**src/rtl/seq_tx_pkg.sv**
```systemverilog
// Shared definitions for the serial sequence path (transmitter and detector).
// Contents:
//   state_e         - transmitter FSM states
//   DEF_*           - default transmitter parameters
//   DET_PATTERN     - pattern the detector looks for; also the canonical test frame
package seq_tx_pkg;

    localparam int DEF_WIDTH      = 4;
    localparam int DEF_GAP_CYCLES = 2;
    localparam int DEF_RPT_W      = 4;

    localparam logic [3:0] DET_PATTERN = 4'b0100;

    typedef enum logic [1:0] {
        IDLE  = 2'd0,
        SHIFT = 2'd1,
        GAP   = 2'd2
    } state_e;

endpackage : seq_tx_pkg

```
**src/rtl/down_counter.sv**
```systemverilog
// Loadable down-counter with a zero flag. It never wraps, so a decrement
// request at zero is ignored. A load takes priority over a decrement.
// Ports:
//   clk, rst_n  - clock, asynchronous active-low reset (count clears to 0)
//   load_i      - load load_val_i this edge
//   load_val_i  - value to load
//   dec_i       - decrement request (ignored at zero)
//   zero_o      - count is zero
module down_counter #(
    parameter int W = 4
) (
    input  logic         clk,
    input  logic         rst_n,
    input  logic         load_i,
    input  logic [W-1:0] load_val_i,
    input  logic         dec_i,
    output logic         zero_o
);

    logic [W-1:0] count_q;
    logic [W-1:0] count_d;

    assign zero_o = (count_q == '0);

    always_comb begin
        // NOTE: default first so every path assigns count_d; no latch is inferred.
        count_d = count_q;
        if (load_i) begin
            count_d = load_val_i;
        end else if (dec_i && !zero_o) begin
            count_d = count_q - 1'b1;
        end
    end

    always_ff @(posedge clk or negedge rst_n) begin
        // NOTE: non-blocking assignments so all registers update together at the edge.
        if (!rst_n) begin
            count_q <= '0;
        end else begin
            count_q <= count_d;
        end
    end

endmodule : down_counter

```
**src/rtl/seq_tx.sv**
```systemverilog
// Serial pattern transmitter. On an accepted start it captures a WIDTH-bit
// pattern and a repeat count, then shifts the pattern out MSB-first, one bit
// per clock, sending repeat_cnt+1 frames with GAP_CYCLES idle cycles between.
// Ports:
//   clock       - clock, rising edge
//   reset       - asynchronous active-low reset
//   start       - send request, sampled only in IDLE
//   data        - pattern, captured on accept
//   repeat_cnt  - extra frame count, captured on accept
//   out         - registered serial data, 0 when no bit is being sent
//   out_valid   - high on cycles carrying a frame bit
//   busy        - high from accept until the last bit completes
//   done        - one-cycle pulse after the last bit of the last frame
module seq_tx
    import seq_tx_pkg::*;
#(
    parameter int WIDTH      = DEF_WIDTH,
    parameter int GAP_CYCLES = DEF_GAP_CYCLES,
    parameter int RPT_W      = DEF_RPT_W
) (
    input  logic             clock,
    input  logic             reset,
    input  logic             start,
    input  logic [WIDTH-1:0] data,
    input  logic [RPT_W-1:0] repeat_cnt,
    output logic             out,
    output logic             out_valid,
    output logic             busy,
    output logic             done
);

    localparam int BIT_W = $clog2(WIDTH);
    // +1 keeps the width at least 1 when GAP_CYCLES is 1.
    localparam int GAP_W = $clog2(GAP_CYCLES + 1);

    state_e             state_q, state_d;
    logic [WIDTH-1:0]   shift_q, shift_d;
    logic [WIDTH-1:0]   pat_q;
    logic               out_q, out_d;
    logic               out_valid_q, out_valid_d;
    logic               busy_q, busy_d;
    logic               done_q, done_d;

    logic               bit_zero, gap_zero, frm_zero;
    logic               accept, frame_end, gap_end;

    assign accept    = (state_q == IDLE)  && start;
    assign frame_end = (state_q == SHIFT) && bit_zero;
    assign gap_end   = (state_q == GAP)   && gap_zero;

    // Bits remaining in the current frame after the one on the line.
    down_counter #(.W(BIT_W)) u_bit_cnt (
        .clk        (clock),
        .rst_n      (reset),
        .load_i     (accept || gap_end),
        .load_val_i (BIT_W'(WIDTH - 1)),
        .dec_i      (state_q == SHIFT),
        .zero_o     (bit_zero)
    );

    // Idle cycles left in the current gap.
    down_counter #(.W(GAP_W)) u_gap_cnt (
        .clk        (clock),
        .rst_n      (reset),
        .load_i     (frame_end && !frm_zero),
        .load_val_i (GAP_W'(GAP_CYCLES - 1)),
        .dec_i      (state_q == GAP),
        .zero_o     (gap_zero)
    );

    // Frames still to send after the current one.
    down_counter #(.W(RPT_W)) u_frm_cnt (
        .clk        (clock),
        .rst_n      (reset),
        .load_i     (accept),
        .load_val_i (repeat_cnt),
        .dec_i      (frame_end),
        .zero_o     (frm_zero)
    );

    // State register.
    always_ff @(posedge clock or negedge reset) begin
        if (!reset) begin
            state_q <= IDLE;
        end else begin
            state_q <= state_d;
        end
    end

    // Next-state logic.
    always_comb begin
        state_d = state_q;
        unique case (state_q)
            IDLE:    if (start)    state_d = SHIFT;
            SHIFT:   if (bit_zero) state_d = frm_zero ? IDLE : GAP;
            GAP:     if (gap_zero) state_d = SHIFT;
            default: state_d = IDLE;
        endcase
    end

    // Shift register contents for the next cycle. Repeated frames reload from
    // the captured pattern so later changes on data do not leak in.
    always_comb begin
        shift_d = shift_q;
        if (accept) begin
            shift_d = data;
        end else if ((state_q == SHIFT) && !bit_zero) begin
            shift_d = {shift_q[WIDTH-2:0], 1'b0};
        end else if (gap_end) begin
            shift_d = pat_q;
        end
    end

    // Output logic: values the output registers take at the coming edge.
    // The MSB of the next shift contents is the bit presented next cycle.
    always_comb begin
        out_valid_d = (state_d == SHIFT);
        busy_d      = (state_d != IDLE);
        done_d      = frame_end && frm_zero;
        out_d       = out_valid_d && shift_d[WIDTH-1];
    end

    always_ff @(posedge clock or negedge reset) begin
        if (!reset) begin
            shift_q     <= '0;
            pat_q       <= '0;
            out_q       <= 1'b0;
            out_valid_q <= 1'b0;
            busy_q      <= 1'b0;
            done_q      <= 1'b0;
        end else begin
            shift_q     <= shift_d;
            if (accept) begin
                pat_q   <= data;
            end
            out_q       <= out_d;
            out_valid_q <= out_valid_d;
            busy_q      <= busy_d;
            done_q      <= done_d;
        end
    end

    assign out       = out_q;
    assign out_valid = out_valid_q;
    assign busy      = busy_q;
    assign done      = done_q;

endmodule : seq_tx

```
**config.mk**
```make
export PLATFORM = sky130hd
export DESIGN_NAME = seq_tx
export DESIGN_NICKNAME = d
export VERILOG_FILES = /design/src/rtl/seq_tx_pkg.sv /design/src/rtl/down_counter.sv /design/src/rtl/seq_tx.sv
export SDC_FILE = /design/constraint.sdc
export NUM_CORES = 1
export LEC_CHECK = 0
export BUFFER_PORTS_ARGS = -buffer_cell sky130_fd_sc_hd__buf_2
export CELL_PAD_IN_SITES_DETAIL_PLACEMENT = 1
export CELL_PAD_IN_SITES_GLOBAL_PLACEMENT = 2
export CORE_MARGIN = 2
export CORE_UTILIZATION = 34
export DETAILED_ROUTE_END_ITERATION = 12
export PLACE_DENSITY_LB_ADDON = 0.1
export SYNTH_ARGS = -nofsm -noshare
export SYNTH_HDL_FRONTEND = slang
export SYNTH_SLANG_ARGS = --single-unit
export TNS_END_PERCENT = 30
```
**constraint.sdc**
```tcl
create_clock -name clock -period 2.2 [get_ports clock]
set_clock_uncertainty 0.15 [all_clocks]
set_input_delay 0.11 -clock clock [delete_from_list [all_inputs] [get_ports clock]]
set_output_delay 0.11 -clock clock [all_outputs]
set_load 0.03 [all_outputs]
```
======== Word level (Yosys, flattened, before mapping) ========
Cells that the tools add are included.
cells by class
  add/sub/neg operators ................... 3
  equality and inequality tests ........... 3
  mux-type cells .......................... 14
  reductions and logical operators ........ 21
operators with widths
  cell                   number
  $mux W4                5
  $mux W2                8
  $logic_and A1 B1 Y1    8
  $reduce_bool A2 Y1     4
  $logic_not A2 Y1       3
  $pmux W2 S3            1
  $eq A2 B1 Y1 const B   2
  $logic_not A4 Y1       1
  $sub A2 B1 Y2 const B  2
  $sub A4 B1 Y4 const B  1
  $logic_not A1 Y1       3
  $reduce_bool A3 Y1     1
  $eq A2 B2 Y1 const B   1
  $logic_or A1 B1 Y1     1
storage, ports and cells
  bits in registers ....................... 22
  input port bits ......................... 11
  output and inout port bits .............. 4
  word-level logic and storage cells ...... 52

======== Longest topological paths before layout ========
Gate-level depths: netlist of the first run.
  depth in word-level cells ............... 6
  gate-level depth with buffers ........... 7
  gate-level depth less buffers ........... 6

======== Modules after synthesis ========
From an unflattened synthesis of the first run, not the netlist that was laid out.
second synthesis, totals
  cell total of the unflattened synthesis .. 120
  area, all modules ....................... 1256.2 um^2
by module, submodules not included
  module                         times used  cells each  area an instance (um^2)  seq. area each (um^2)
  seq_tx                         1           67          718.2                    350.3
  down_counter at u_frm_cnt      1           27          270.3                    100.1
  down_counter at u_bit_cnt ...  2           13          133.9                    50.0

======== Worst setup path before layout of the first run ========
No wires, ideal clock.
  path kind ............................... register to register
  start point ............................. register u_frm_cnt.count_q[0]
  end point ............................... register busy_q, in the netlist busy
  library setup time ...................... 0.124 ns
  arrival time ............................ 1.596 ns
  data required time ...................... 1.926 ns
  path slack .............................. 0.330 ns
  cell stages (with the launch flop) ...... 7
  path buffers ............................ 0
  period minus slack after synthesis ...... 1.870 ns
  path through ............................ dfrtp_1 inv_1 ha_1 or3b_4 and2_4 or2_4 or2_1
between the ends
  word-level cells in the longest chain between the ends .. 5
ends and longest elaborated chain
  what                    line                text
  from (decl)             down_counter.sv:20  logic [W-1:0] count_q;
  from (signal assigned)  down_counter.sv:40  count_q <= count_d;
  $logic_not A4 Y1        down_counter.sv:23  assign zero_o = (count_q == '0);
  $mux W2 (2 in series)   seq_tx.sv:95        SHIFT: if (bit_zero) state_d = frm_zero ? IDLE : GAP;
  $pmux W2 S3             seq_tx.sv:93        unique case (state_q)
  named net state_d[1]    seq_tx.sv:36        state_e state_q, state_d;
  $reduce_bool A2 Y1      seq_tx.sv:118       busy_d = (state_d != IDLE);
  named net busy_d        seq_tx.sv:41        logic busy_q, busy_d;
  to (signal assigned)    seq_tx.sv:138       busy_q <= busy_d;
  to (decl)               seq_tx.sv:41
The timed path passes the listed nets, and every way through them passes these cells.
A chain may end at the register's enable or synchronous reset.

======== Worst setup path in the final report of the first run ========
Ends and elaborated chain as after synthesis.

==> reports/qor.yml, run 1 <==
status: "completed"
drv_cap: 0
portBuffers: 14
final_common_cell: "dfrtp_1"
wl_um: 2367
vias: 846
layout.nets: 151
slew_headroom_pct: 63.95
fin_tns_setup_ns: 0
fp.dieH_um: 60.49
yosysWarnings: 0
antenna_left: 0
initial_core_util_pct: 35.53
fin_crit_ns: 1.965
cp_cell_sequence: "inv_1, ha_1, or3b_4, and2_4, or2_4, or2_1"
grt_overflow: 0
combPwrFrac_pct: 44.0
worstPathRequired_ns: 2.27
synth_area_leaders: "dfrtp_1, nand2_1, ha_1"
wl_met1_um: 1142
yosys.area_share.xor_xnor_pct: 3.230
nFillCells: 357
hold_viol: 0
p_sw_share_pct: 40.74
cp_max_fo: 4
gp_congestion: 0.7121
die_area_um2: 3658
syn_inst: 111
crit_type: "register to register"
crit_arrival_ns: 2.03
seqPwrFrac_pct: 42.5
dp_hpwl_um: 1682
n_antenna_cell: 0
antenna_found_initial: 0
yosysSeqAreaShare_pct: 50.75
yosysTopAreaCell: "dfrtp_1"
fin_crit_sh_pct: 89.34
die_x_um: 60.49
synth_compound_area_share_pct: 10.50
cts_max_level: 1
drt_iter0_drc: 25
crit_family: "simple AND/OR/NAND/NOR gates"
leakage_nw: 0.6291
peakVddDrop_v: 0.0003564
synth_top_area_share_pct: 50.75
drive_gt1_share_pct: 20.00
grt_use_total_pct: 16.13
tritoncts: "done"
p_sw_mw: 0.7102
crit_buf_inv: 1
rows: 20
wl_met2_um: 1118
grt_first_pass_wirelength_um: 4243
route.detailed.drc: 0
hold_class: "input port to register"
synth_cell_types: 36
cts-resized-gates: 0
setup_viol: 0
area_delta_synth_final_pct: 22.38
synth_simple_gate_area_share_pct: 24.57
r2r_slack_ns: 0.23
grt_pass1_vias: 930
synth_area_per_cell_um2: 9.773
wl_per_cell_um: 13.22
p_int_mw: 1.033
cpMaxStageDelayCell: "dfrtp_1"
vias_per_cell: 4.726
hold_ws_ns: 0.1090
cts_max_path_buffers: 2
pwr-share-clk_pct: 13.5
cp-start-kind: "register"
syn_nets: 126
fmax_mhz: 508.8
dp_slack_ns: 0.2384
worst_pin_slew_ns: 0.5396
coreArea_um2: 3053
top_layer: "met4"
ios: 15
syn_area_um2: 1085
max_stage_delay_ns: 0.43
slew_viol_final: 0
grt_max_degree: 23
route.met3.wl_um: 53
rsz0062_at_grt: "no"
synth_fa_ha_area_share_pct: 4.614
clock_sinks: 22
synth_top_family_by_area: "simple AND/OR/NAND/NOR gates"
first_pass_iters: 3
end_kind: "register"
clock_tree.root_cell: "clkbuf_4"
cts_made_buffers: 3
fin_ws_ns: 0.2345
clock_latency_ns: 0.32
layout_common_cells: "dfrtp_1, nand2_1, buf_2, dlygate4sd3_1, inv_1"
synth-seq-cells: 22
cellPowerDensity_nw_per_um2: 1313
clk_pin_slew_ns: 0.13
synthMuxAreaShare_pct: 2.076
## power groups by stage
stage / Clock (mW) / Combinational (mW) / Sequential, mW
2_1_floorplan: 0 / 0.586 / 0.729
3_3_place_gp: 0 / 0.753 / 0.749
3_5_place_dp: 0 / 0.770 / 0.754
4_1_cts: 0.250 / 0.786 / 0.743
5_1_grt: 0.264 / 0.882 / 0.771
6_report: 0.236 / 0.767 / 0.741
## synthesized netlist by cell type
cell	n
nand2_1	19
buf_2	1
a211oi_1	2
nor3b_1	1
clkbuf_1	2
o21ai_1	1
a21oi_1	1
or3b_1	1
a221oi_1	1
and4b_1	1
dfrtp_1	22
or3b_2	1
a31oi_1	2
ha_1	4
and4b_2	1
nor2_1	7
or3b_4	1
nor3_1	2
xor2_1	1
and2_1	1
inv_1	8
nor3b_2	1
or2_1	1
and2_4	1
or2b_1	1
xnor2_1	3
o21bai_1	1
a21o_1	1
or2_4	1
o211ai_1	3
o21ai_0	6
mux2_2	2
nand2b_1	2
buf_1	1
and3b_1	1
nand3_1	6
## timing repair
item / CTS / global route
hold buffers: 9 / 0
setup buffers: 0 / 0
hold endpoints to repair: 31 / 0
## state kept, by name, summed over array words and instances (netlist names)
register / flops
state_q: 2
out_valid: 1
done: 1
u_bit_cnt.count_q: 2
u_frm_cnt.count_q: 4
pat_q: 4
busy: 1
shift_q: 4
out: 1
u_gap_cnt.count_q: 2
## per-stage QoR
stage          cells  instance area, um2  total power, mW  util [%]
5_1_grt          179                1328            1.917     43.48
2_1_floorplan    111                1085            1.315         -
3_3_place_gp     166                1201            1.501     39.34
4_1_cts          179                1328            1.779     43.48
3_5_place_dp     166                1201            1.524     39.34
6_report         179                1328            1.743     43.48
## worst register-to-register path, delay by kind of cell, from the launching register on
kind          cells  cell delay, ns
buf+inv           1            0.07
flops             1            0.43
fa+ha+maj         1            0.17
simple gates      4            1.05
## path summary, 6_finish.rpt
kind	startpoint	end	cells past startpoint
setup / recovery	u_frm_cnt.count_q[0]	busy	6
min in group asynchronous	reset	u_bit_cnt.count_q[0]	2
max in group asynchronous	reset	u_frm_cnt.count_q[1]	2
setup reg to reg	u_frm_cnt.count_q[0]	busy	6
hold reg to reg	pat_q[3]	pat_q[3]	2
hold / removal	start	u_frm_cnt.count_q[0]	4
## cell type report
| cell class | count | area [um2] | share of cell area (%) |
|---|---|---|---|
| clock buffers | 4 | 36.28 | 2.733 |
| flip-flops and latches | 22 | 550.5 | 41.47 |
| inverters | 8 | 30.03 | 2.262 |
| repair buffers | 24 | 167.7 | 12.63 |
| multi-input cells | 77 | 488.0 | 36.76 |
| well taps | 44 | 55.05 | 4.147 |
## metal layers
layer / GRT usage [%] / vias up
met2: 25.78 / 14
met3: 1.919 / 4
met1: 21.17 / 405
met5: 0 / -
li1: - / 423
met4: 9.317 / 0
## logic make-up (layout without fill, tap and decap cells)
family / after synthesis / in the layout
compound gates: 18 / 18
xor+xnor: 4 / 4
fa+ha+maj: 4 / 4
buf+inv: 12 / 36
flops: 22 / 22
mux: 2 / 2
simple gates: 49 / 49
(Power assumes the default switching activity.)
==> inputs of run 2 (changes only) <==
--- a/config.mk
+++ b/config.mk
@@ -9,10 +9,11 @@
 export CELL_PAD_IN_SITES_DETAIL_PLACEMENT = 1
 export CELL_PAD_IN_SITES_GLOBAL_PLACEMENT = 2
 export CORE_MARGIN = 2
-export CORE_UTILIZATION = 34
+export CORE_UTILIZATION = 36
 export DETAILED_ROUTE_END_ITERATION = 12
 export PLACE_DENSITY_LB_ADDON = 0.1
 export SYNTH_ARGS = -nofsm -noshare
 export SYNTH_HDL_FRONTEND = slang
+export SYNTH_HIERARCHICAL = 1
 export SYNTH_SLANG_ARGS = --single-unit
 export TNS_END_PERCENT = 30
==> reports/qor.yml, run 2 <==
gp_congestion: 0.7097  # was 0.7121
yosysMostFrequentCell: "dfrtp_1"  # unchanged
fin_tns_setup_ns: 0  # unchanged
drv_cap: 0  # unchanged
status: "completed"  # unchanged
antenna_found_initial: 0  # unchanged
fin_ws_ns: 0.2817  # was 0.2345 ns
leakage_nw: 0.7153  # was 0.6291 nW
r2r_slack_ns: 0.28  # was 0.23 ns
crit_cells: 7  # was 6
die_x_um: 63.07  # was 60.49 um
cp_cell_sequence: "inv_1, ha_1, nand2_1, inv_1, nor4b_2, nor3b_1, a221o_1"  # was inv_1, ha_1, or3b_4, and2_4, or2_4, or2_1
cts_max_level: 1  # unchanged
yosysWarnings: 6  # was 0
syn_area_um2: 1256  # was 1085 um2
critPathMostFrequentCell: "inv_1"
crit_family: "simple AND/OR/NAND/NOR gates"  # unchanged
synth_cell_types: 43  # was 36
portBuffers: 14  # unchanged
synth_top_area_share_pct: 43.82  # was 50.75%
slew_viol_final: 0  # unchanged
first_pass_iters: 4  # was 3
wl_per_cell_um: 13.45  # was 13.22 um
max_stage_delay_ns: 0.41  # was 0.43 ns
drt_iter0_drc: 24  # was 25
cellPowerDensity_nw_per_um2: 1334  # was 1313 nW/um2
yosysSeqAreaShare_pct: 43.82  # was 50.75%
seqPwrFrac_pct: 35.3  # was 42.5%
clock_latency_ns: 0.31  # was 0.32 ns
area_delta_synth_final_pct: 19.82  # was 22.38%
pwr-share-clk_pct: 11.5  # was 13.5%
p_sw_share_pct: 40.84  # was 40.74%
n_antenna_cell: 0  # unchanged
r2r_cells: 7  # was 6
final_area_um2: 1505  # was 1328 um2
r2r_start: "u_bit_cnt/count_q[0]"  # was u_frm_cnt.count_q[0]
layout_common_cells: "dfrtp_1, buf_2, inv_1, nand2_1, dlygate4sd3_1"  # was dfrtp_1, nand2_1, buf_2, dlygate4sd3_1, inv_1
fp.dieH_um: 63.07  # was 60.49 um
setup_viol: 0  # unchanged
synth_edf_count: 0  # unchanged
fin_cells: 194  # was 179
yosys_most_used_dff: "dfrtp_1"  # unchanged
syn_inst: 120  # was 111
r2r-end: "u_frm_cnt/count_q[3]"  # was busy
hold_viol: 0  # unchanged
hold_ws_ns: 0.04365  # was 0.1090 ns
fmax_mhz: 521.3  # was 508.8 MHz
postPlaceCellArea_um2: 1399  # was 1201 um2
wl_um: 2610  # was 2367 um
rsz0062_at_grt: "no"  # unchanged
cts_made_buffers: 3  # unchanged
clock_tree.root_cell: "clkbuf_4"  # unchanged
seqCellArea_um2: 550.5  # unchanged
cp-start-kind: "register"  # unchanged
hold_class: "input port to register"  # unchanged
p_int_mw: 1.188  # was 1.033 mW
combPwrFrac_pct: 53.2  # was 44.0%
clock_sinks: 22  # unchanged
coreArea_um2: 3337  # was 3053 um2
cp_max_fo: 8  # was 4
crit_buf_inv: 2  # was 1
final_common_cell: "dfrtp_1"  # unchanged
synthTopCellsByCount: "dfrtp_1, inv_1, nand2_1"  # was dfrtp_1, nand2_1, inv_1
finalPower_mw: 2.008  # was 1.743 mW
die_area_um2: 3978  # was 3658 um2
yosysTopAreaCell: "dfrtp_1"  # unchanged
grt_first_pass_wirelength_um: 4747  # was 4243 um
reg_top3: "pat_q x4, shift_q x4, u_frm_cnt/count_q x4"  # was pat_q x4, shift_q x4, u_frm_cnt.count_q x4
grt_max_degree: 23  # unchanged
endpoint: "u_frm_cnt/count_q[3]"  # was busy
layout.nets: 163  # was 151
peakVddDrop_v: 0.0005042  # was 0.0003564 V
vias_per_cell: 4.995  # was 4.726
cts-resized-gates: 0  # unchanged
tritoncts: "done"  # unchanged
fin_crit_ns: 1.918  # was 1.965 ns
initial_core_util_pct: 37.65  # was 35.53%
ios: 15  # unchanged
dp_hpwl_um: 1971  # was 1682 um
grt_use_total_pct: 15.12  # was 16.13%
hold_path_depth: 3  # was 4
fin_util_pct: 45.11  # was 43.48%
dp_cells: 183  # was 166
synth_area_leaders: "dfrtp_1, inv_1, mux2_4"  # was dfrtp_1, nand2_1, ha_1
cts_max_path_buffers: 2  # unchanged
p_sw_mw: 0.8199  # was 0.7102 mW
rows: 21  # was 20
synth-seq-cells: 22  # unchanged
grt_pass1_vias: 1031  # was 930
crit_start: "u_bit_cnt/count_q[0]"  # was u_frm_cnt.count_q[0]
multiInputGateArea_um2: 620.6  # was 488.0 um2
antenna_left: 0  # unchanged
drive_gt1_share_pct: 24.32  # was 20.00%
crit_type: "register to register"  # unchanged
cpMaxStageDelayCell: "dfrtp_1"  # unchanged
grt_overflow: 0  # unchanged
nFillCells: 406  # was 357
crit_arrival_ns: 1.97  # was 2.03 ns
vias: 969  # was 846
end_kind: "register"  # unchanged
clk_pin_slew_ns: 0.13  # about the same
fin_crit_sh_pct: 87.20  # was 89.34%
dp_slack_ns: 0.2860  # was 0.2384 ns
async_reset_ff_share_pct: 100.0  # unchanged
route.detailed.drc: 0  # unchanged
worstPathRequired_ns: 2.25  # was 2.27 ns
synth_area_per_cell_um2: 10.47  # was 9.773 um2
[run 2: worst min-delay path by stage]
stage               end  slack (ns)     from
2_1_floorplan      busy       -0.34    reset
3_3_place_gp        out       -0.04    reset
3_5_place_dp        out       -0.03    reset
4_1_cts        pat_q[2]        0.03  data[2]
5_1_grt        pat_q[1]        0.04  data[1]
6_report       pat_q[2]        0.04  data[2]
[run 2: power groups by stage]
stage                     clock network, mW  logic, mW  registers [mW]
after CTS                             0.236       1.09           0.713
after floorplan                           0      0.765           0.749
final                                 0.230       1.07           0.709
after global placement                    0       1.04           0.710
after global routing                  0.260       1.21           0.744
after detailed placement                  0       1.07           0.723
[run 2: worst min-delay path: cells and delay by family]
| family | cells | cell delay (ns) |
|---|---|---|
| buffers and inverters | 1 | 0.09 |
| AND/OR/NAND/NOR | 1 | 0.18 |
| AO/OA/AOI/OAI | 1 | 0.09 |
[run 2: cells by family after synthesis]
logic type	after synthesis	synth area share, %
compound gates	26	16.04
fa+ha+maj	3	2.988
buf+inv	19	7.371
flops	22	43.82
mux	5	5.279
other cells	2	0.5978
simple gates	43	23.90
[run 2: timing repair]
| item | 4_1_cts | 5_1_grt |
|---|---|---|
| hold endpoints to repair | 30 | 0 |
| hold buffers | 7 | 0 |
| setup buffers | 0 | 0 |
[run 2: area by class of cell]
cell class	instances	share of cell area, %
clock buffer	4	2.411
inverter	14	3.658
timing repair buffer	27	12.30
sequential	22	36.58
tap	46	3.824
multi-input combinational	81	41.23
[run 2: routing by layer]
metal / vias to the layer above / routed length (um) / global-route usage, %
li1: 483 / - / -
met1: 474 / 1272 / 19.27
met2: 10 / 1254 / 25.66
met3: 2 / 61 / 2.321
met4: 0 / 22 / 5.833
met5: - / 0 / 0
